--- src/rtl/io_controller_if.sv ---
// Handshake and control-unit bundle for io_controller.
// Each device link transfers a character when Valid and Ready are both high at the same rising edge.
interface io_controller_if;
    logic       Dev_In_Valid;
    logic [7:0] Dev_In_Data;
    logic       Dev_In_Ready;
    logic       Dev_Out_Valid;
    logic [7:0] Dev_Out_Data;
    logic       Dev_Out_Ready;
    logic [7:0] INPR;
    logic [7:0] OUTR_In;
    logic       LD_OUTR;
    logic       Clear_FGI;
    logic       IEN;
    logic       FGI;
    logic       FGO;
    logic       IRQ;
    logic       Out_Err;
    logic       in_state_dbg;
    logic       out_state_dbg;

    modport slave (
        input  Dev_In_Valid, Dev_In_Data, Dev_Out_Ready, OUTR_In, LD_OUTR, Clear_FGI, IEN,
        output Dev_In_Ready, Dev_Out_Valid, Dev_Out_Data, INPR, FGI, FGO, IRQ, Out_Err,
               in_state_dbg, out_state_dbg
    );

    modport master (
        output Dev_In_Valid, Dev_In_Data, Dev_Out_Ready, OUTR_In, LD_OUTR, Clear_FGI, IEN,
        input  Dev_In_Ready, Dev_Out_Valid, Dev_Out_Data, INPR, FGI, FGO, IRQ, Out_Err,
               in_state_dbg, out_state_dbg
    );
endinterface

--- src/rtl/io_controller.sv ---
// Character I/O controller with FGI/FGO flags, a registered interrupt request and a sticky output error.
// Define IO_INBUF_EN to add a one-entry holding buffer behind INPR (2-entry input FIFO).
module io_controller (
    input  logic            Clk,
    input  logic            Reset,
    io_controller_if.slave  io
);
    typedef enum logic {IN_EMPTY = 1'b0, IN_FULL = 1'b1} in_state_e;
    typedef enum logic {OUT_IDLE = 1'b0, OUT_SEND = 1'b1} out_state_e;

    in_state_e  in_state_q, in_state_d;
    out_state_e out_state_q, out_state_d;
    logic [7:0] inpr_q, inpr_d;
    logic [7:0] out_data_q, out_data_d;
    logic       out_err_q, out_err_d;
    logic       irq_q, irq_d;
    logic       in_accept;
    logic       fgi;
    logic       fgo;

`ifdef IO_INBUF_EN
    logic       hold_valid_q, hold_valid_d;
    logic [7:0] hold_q, hold_d;

    // The holding entry is only ever occupied while INPR is full.
    assign io.Dev_In_Ready = Reset && !((in_state_q == IN_FULL) && hold_valid_q);
`else
    assign io.Dev_In_Ready = Reset && (in_state_q == IN_EMPTY);
`endif

    assign in_accept = io.Dev_In_Valid && io.Dev_In_Ready;
    assign fgi       = (in_state_q == IN_FULL);
    assign fgo       = (out_state_q == OUT_IDLE);

    always_comb begin
        in_state_d = in_state_q;
        inpr_d     = inpr_q;
`ifdef IO_INBUF_EN
        hold_valid_d = hold_valid_q;
        hold_d       = hold_q;
`endif
        case (in_state_q)
            IN_EMPTY: begin
                if (in_accept) begin
                    inpr_d     = io.Dev_In_Data;
                    in_state_d = IN_FULL;
                end
            end
            IN_FULL: begin
`ifdef IO_INBUF_EN
                if (io.Clear_FGI) begin
                    if (hold_valid_q) begin
                        inpr_d       = hold_q;
                        hold_valid_d = 1'b0;
                    end else if (in_accept) begin
                        inpr_d = io.Dev_In_Data;
                    end else begin
                        in_state_d = IN_EMPTY;
                    end
                end else if (in_accept) begin
                    hold_d       = io.Dev_In_Data;
                    hold_valid_d = 1'b1;
                end
`else
                if (io.Clear_FGI) begin
                    in_state_d = IN_EMPTY;
                end
`endif
            end
            default: in_state_d = IN_EMPTY;
        endcase
    end

    always_comb begin
        out_state_d = out_state_q;
        out_data_d  = out_data_q;
        out_err_d   = out_err_q;
        case (out_state_q)
            OUT_IDLE: begin
                if (io.LD_OUTR) begin
                    out_data_d  = io.OUTR_In;
                    out_state_d = OUT_SEND;
                end
            end
            OUT_SEND: begin
                // A load while busy is dropped; only the error flag records it.
                if (io.LD_OUTR) begin
                    out_err_d = 1'b1;
                end
                if (io.Dev_Out_Ready) begin
                    out_state_d = OUT_IDLE;
                end
            end
            default: out_state_d = OUT_IDLE;
        endcase
        irq_d = io.IEN && (fgi || fgo);
    end

    always_ff @(posedge Clk) begin
        if (!Reset) begin
            in_state_q  <= IN_EMPTY;
            inpr_q      <= 8'h00;
            out_state_q <= OUT_IDLE;
            out_data_q  <= 8'h00;
            out_err_q   <= 1'b0;
            irq_q       <= 1'b0;
`ifdef IO_INBUF_EN
            hold_valid_q <= 1'b0;
            hold_q       <= 8'h00;
`endif
        end else begin
            in_state_q  <= in_state_d;
            inpr_q      <= inpr_d;
            out_state_q <= out_state_d;
            out_data_q  <= out_data_d;
            out_err_q   <= out_err_d;
            irq_q       <= irq_d;
`ifdef IO_INBUF_EN
            hold_valid_q <= hold_valid_d;
            hold_q       <= hold_d;
`endif
        end
    end

    assign io.INPR          = inpr_q;
    assign io.FGI           = fgi;
    assign io.FGO           = fgo;
    assign io.Dev_Out_Valid = (out_state_q == OUT_SEND);
    assign io.Dev_Out_Data  = out_data_q;
    assign io.Out_Err       = out_err_q;
    assign io.IRQ           = irq_q;
    assign io.in_state_dbg  = in_state_q;
    assign io.out_state_dbg = out_state_q;
endmodule

--- src/flat_wrapper.sv ---
// flat-port wrapper written by rule: the top's interface ports become plain ports
module io_controller_flat 
  (Clk, Reset, io_Dev_In_Valid, io_Dev_In_Data, io_Dev_Out_Ready, io_OUTR_In, io_LD_OUTR, io_Clear_FGI, io_IEN, io_Dev_In_Ready, io_Dev_Out_Valid, io_Dev_Out_Data, io_INPR, io_FGI, io_FGO, io_IRQ, io_Out_Err, io_in_state_dbg, io_out_state_dbg);
  io_controller_if io_i ();
  input  logic Clk;
  input  logic Reset;
  input wire logic [$bits(io_i.Dev_In_Valid)-1:0] io_Dev_In_Valid;
  input wire logic [$bits(io_i.Dev_In_Data)-1:0] io_Dev_In_Data;
  input wire logic [$bits(io_i.Dev_Out_Ready)-1:0] io_Dev_Out_Ready;
  input wire logic [$bits(io_i.OUTR_In)-1:0] io_OUTR_In;
  input wire logic [$bits(io_i.LD_OUTR)-1:0] io_LD_OUTR;
  input wire logic [$bits(io_i.Clear_FGI)-1:0] io_Clear_FGI;
  input wire logic [$bits(io_i.IEN)-1:0] io_IEN;
  output wire logic [$bits(io_i.Dev_In_Ready)-1:0] io_Dev_In_Ready;
  output wire logic [$bits(io_i.Dev_Out_Valid)-1:0] io_Dev_Out_Valid;
  output wire logic [$bits(io_i.Dev_Out_Data)-1:0] io_Dev_Out_Data;
  output wire logic [$bits(io_i.INPR)-1:0] io_INPR;
  output wire logic [$bits(io_i.FGI)-1:0] io_FGI;
  output wire logic [$bits(io_i.FGO)-1:0] io_FGO;
  output wire logic [$bits(io_i.IRQ)-1:0] io_IRQ;
  output wire logic [$bits(io_i.Out_Err)-1:0] io_Out_Err;
  output wire logic [$bits(io_i.in_state_dbg)-1:0] io_in_state_dbg;
  output wire logic [$bits(io_i.out_state_dbg)-1:0] io_out_state_dbg;
  assign io_i.Dev_In_Valid = io_Dev_In_Valid;
  assign io_i.Dev_In_Data = io_Dev_In_Data;
  assign io_i.Dev_Out_Ready = io_Dev_Out_Ready;
  assign io_i.OUTR_In = io_OUTR_In;
  assign io_i.LD_OUTR = io_LD_OUTR;
  assign io_i.Clear_FGI = io_Clear_FGI;
  assign io_i.IEN = io_IEN;
  assign io_Dev_In_Ready = io_i.Dev_In_Ready;
  assign io_Dev_Out_Valid = io_i.Dev_Out_Valid;
  assign io_Dev_Out_Data = io_i.Dev_Out_Data;
  assign io_INPR = io_i.INPR;
  assign io_FGI = io_i.FGI;
  assign io_FGO = io_i.FGO;
  assign io_IRQ = io_i.IRQ;
  assign io_Out_Err = io_i.Out_Err;
  assign io_in_state_dbg = io_i.in_state_dbg;
  assign io_out_state_dbg = io_i.out_state_dbg;
  io_controller u_core (.Clk(Clk), .Reset(Reset), .io(io_i));
endmodule
--- config.mk ---
export PLATFORM = sky130hd
export DESIGN_NAME = io_controller_flat
export DESIGN_NICKNAME = d
export VERILOG_FILES = /design/src/rtl/io_controller_if.sv /design/src/rtl/io_controller.sv /design/src/flat_wrapper.sv
export SDC_FILE = /design/constraint.sdc
export NUM_CORES = 1
export LEC_CHECK = 0
export BUFFER_PORTS_ARGS = -buffer_cell sky130_fd_sc_hd__buf_2
export CELL_PAD_IN_SITES_DETAIL_PLACEMENT = 2
export CELL_PAD_IN_SITES_GLOBAL_PLACEMENT = 2
export CORE_MARGIN = 8
export CORE_UTILIZATION = 21
export DETAILED_ROUTE_END_ITERATION = 10
export PLACE_DENSITY_LB_ADDON = 0.1
export SYNTH_ARGS = -nofsm -noshare
export SYNTH_HDL_FRONTEND = slang
export SYNTH_SLANG_ARGS = --single-unit
--- constraint.sdc ---
create_clock -name Clk -period 0.9 [get_ports Clk]
set_clock_uncertainty 0.05 [all_clocks]
set_input_delay 0.09 -clock Clk [delete_from_list [all_inputs] [get_ports Clk]]
set_output_delay 0.09 -clock Clk [all_outputs]
set_load 0.01 [all_outputs]
==> run_results.csv <==
group,metric,value,unit
grt,track_usage,0.0779,
placed_design,place.gp.congestion,0.612,
synth,syn_nets,110,
critical_path,r2r_start,"u_core.io.FGI$_SDFF_PN0_",
placed_design,dpl_cell_area,1130,um^2
floorplanning,io_pins,47,
hold_path,hold_depth,2,
route,drt_iter0_markers,11,
critical_path,cp_max_fo,2,
final_layout,final_common_cell,"buf_2",
cts,cts_tree,"done",
critical_path,crit_start,"u_core.io.FGI$_SDFF_PN0_",
critical_path,cp-end-kind,"primary output",
floorplanning,floorplan.die_area,6200,um^2
route,route.detailed.drc,0,
synth,synth_top_area_frac,0.484,
power,power_density,1640,nW/um^2
final_layout,final_util,0.329,
sta,fin_ws,-0.218,ns
floorplanning,core,3880,um^2
critical_path,critPathKind,"flip-flop to primary output",
route,wire_per_inst,12.8,um
placed_design,dp.cells,182,
synth,ys_seq_area_frac,0.484,
grt,grt_max_degree,25,
synth,ys_types,11,
placed_design,io_buffer_count,46,
cts,clockBufferDepth,2,
grt,overflow,0,
placed_design,dpl_worst_slack,-0.0852,ns
final_layout,antenna_cells,0,
cts,hold_buffers,0,
floorplanning,num_rows,23,
synth,ys_warn_count,0,
sta,tns,-1.63,ns
critical_path,reg2reg_slack,-0.09,ns
critical_path,arrival,0.98,ns
critical_path,r2r-end,"u_core.io.INPR[4]$_SDFFE_PN0P_",
route,routed_wl,2420,um
final_layout,layout.nets,163,
route,viasPerCell,4.01,
route,vias,757,
flow_run,cap_viol_max_count,0,
cts,htreeDepth,1,
hold_path,whs_endpoint,"u_core.io.IRQ$_SDFF_PN0_",
floorplanning,die_w,78.8,um
critical_path,crit_chain,"buf_6 -> and2b_1 -> buf_2",
critical_path,required,0.76,ns
critical_path,start_kind,"flip-flop",
grt,grt_pass1_vias,877,
route,antenna_left,0,
final_layout,area_growth,54.8,%
hold_path,hp-start,"io_IEN",
critical_path,crit_slowest_cell,"dfxtp_2",
grt,antenna_found_initial,0,
sta,worstMarginPinSlew,0.169,ns
grt,grt_pass1_wl,3910,um
cts,clock-sinks,20,
sta,setup_viol,18,
critical_path,cpPeakStageDelay,0.33,ns
power,vdd_drop_max,0.000590,V
synth,synth_area_leaders,"dfxtp_1, mux2i_1, nand2_1, buf_4, buf_6",
synth,yosys.area.top_type,"dfxtp_1",
final_layout,final_cells,189,
final_layout,final_cell_mix,"buf_2, nand2_1, mux2i_1",
synth,syn_area_per_cell,9.51,um^2
cts,cts.reportedPaths.clkPinSlew,0.07,ns
cts,worstSkewPairLatency,0.25,ns
synth,ys_ff_latch,20,
final_layout,fin_area,1280,um^2
synth,syn_area,827,um^2
synth,syn_inst,87,
floorplanning,die_y,78.8,um
sta,period_share,1.24,
run_status,violations,"negative setup slack",
power,p_leak,0.657,nW
sta,relSlewSlack,0.887,
run_status,outcome,"finished, violations left",
sta,rsz0062_at_grt,"true",
route,drtPass1Iterations,3,
cts,numCtsBuffers,3,
sta,fmax,895,MHz
final_layout,final_layout_size_suffix_gt1_frac,0.525,
cts,root_buffer,"clkbuf_8",
sta,fin_crit,1.12,ns
floorplanning,initial_core_util,0.213,
critical_path,r2r_cells,3,
sta,hold_viol_final,0,
sta,maxSlewViolCount,0,
hold_path,hp-class,"primary input to flip-flop",
-- synth_stat cells --
master	instances
nand2_1	34
dfxtp_1	20
mux2i_1	16
buf_4	5
buf_6	3
o211a_1	3
nor2b_1	2
a21oi_1	1
and2b_1	1
inv_1	1
nor2b_2	1
-- power by group --
group / internal [W] / switching, W / total [W]
Combinational: 0.000235 / 0.000194 / 0.000429
Clock: 0.000389 / 0.000293 / 0.000682
Sequential: 0.000952 / 0.0000317 / 0.000984
-- metal layers --
metal | track usage | up-vias | part of all wire
met5 | 0 | - | 0
li1 | - | 378 | -
met1 | 0.0795 | 356 | 0.38
met2 | 0.143 | 21 | 0.53
met4 | 0.0222 | 0 | 0.0070
met3 | 0.0305 | 2 | 0.076
-- flip-flops by register name (all words and copies together), names as in the netlist --
signal,cells
u_core.io.Out_Err,1
u_core.io.Dev_Out_Data,8
u_core.io.Dev_Out_Valid,1
u_core.io.IRQ,1
u_core.io.INPR,8
u_core.io.FGI,1
-- critical path, delay by kind of cell, from the launching register on --
family / cells / cell delay [ns]
DFF: 1 / 0.33
and+or+nand+nor: 1 / 0.17
buffers and inverters: 2 / 0.23
-- layout make-up --
type	instances	area (um^2)
inverter	1	6.26
clock buffer	4	55.1
fill	460	2610
sequential	20	413
timing repair buffer	56	383
multi-input combinational	58	360
tap	50	62.6
-- metrics by stage --
step / total power (W) / hold slack (ns)
floorplan: 0.00120 / 0.178
global placement: 0.00136 / 0.274
detailed placement: 0.00138 / 0.283
CTS: 0.00214 / 0.0130
global route: 0.00222 / 0.0144
finish: 0.00209 / 0.0163
-- worst max-delay path by stage --
stage                                     end  slack [ns]  cells after the start
2_1_floorplan  u_core.io.INPR[0]$_SDFFE_PN0P_       -0.01                      3
3_3_place_gp   u_core.io.INPR[6]$_SDFFE_PN0P_       -0.04                      3
3_5_place_dp   u_core.io.INPR[4]$_SDFFE_PN0P_       -0.09                      3
4_1_cts                       io_Dev_In_Ready       -0.23                      3
5_1_grt                       io_Dev_In_Ready       -0.26                      3
6_report                      io_Dev_In_Ready       -0.22                      3
-- logic make-up after synthesis --
kind of cell           count (synthesis)  synth area share
muxes                                 16             0.194
buffers and inverters                  9            0.0908
AOI/OAI and AO/OA                      4            0.0424
and+or+nand+nor                       38             0.189
DFF                                   20             0.484
-- timing repair --
action / in CTS / in global routing
buffers inserted: 3 / 0
pin swaps: 3 / 0
resized for setup: 13 / 9
endpoints found under the setup margin: 21 / 34
gates cloned: 0 / 0
Note: power is estimated with default switching activity, not from simulation.
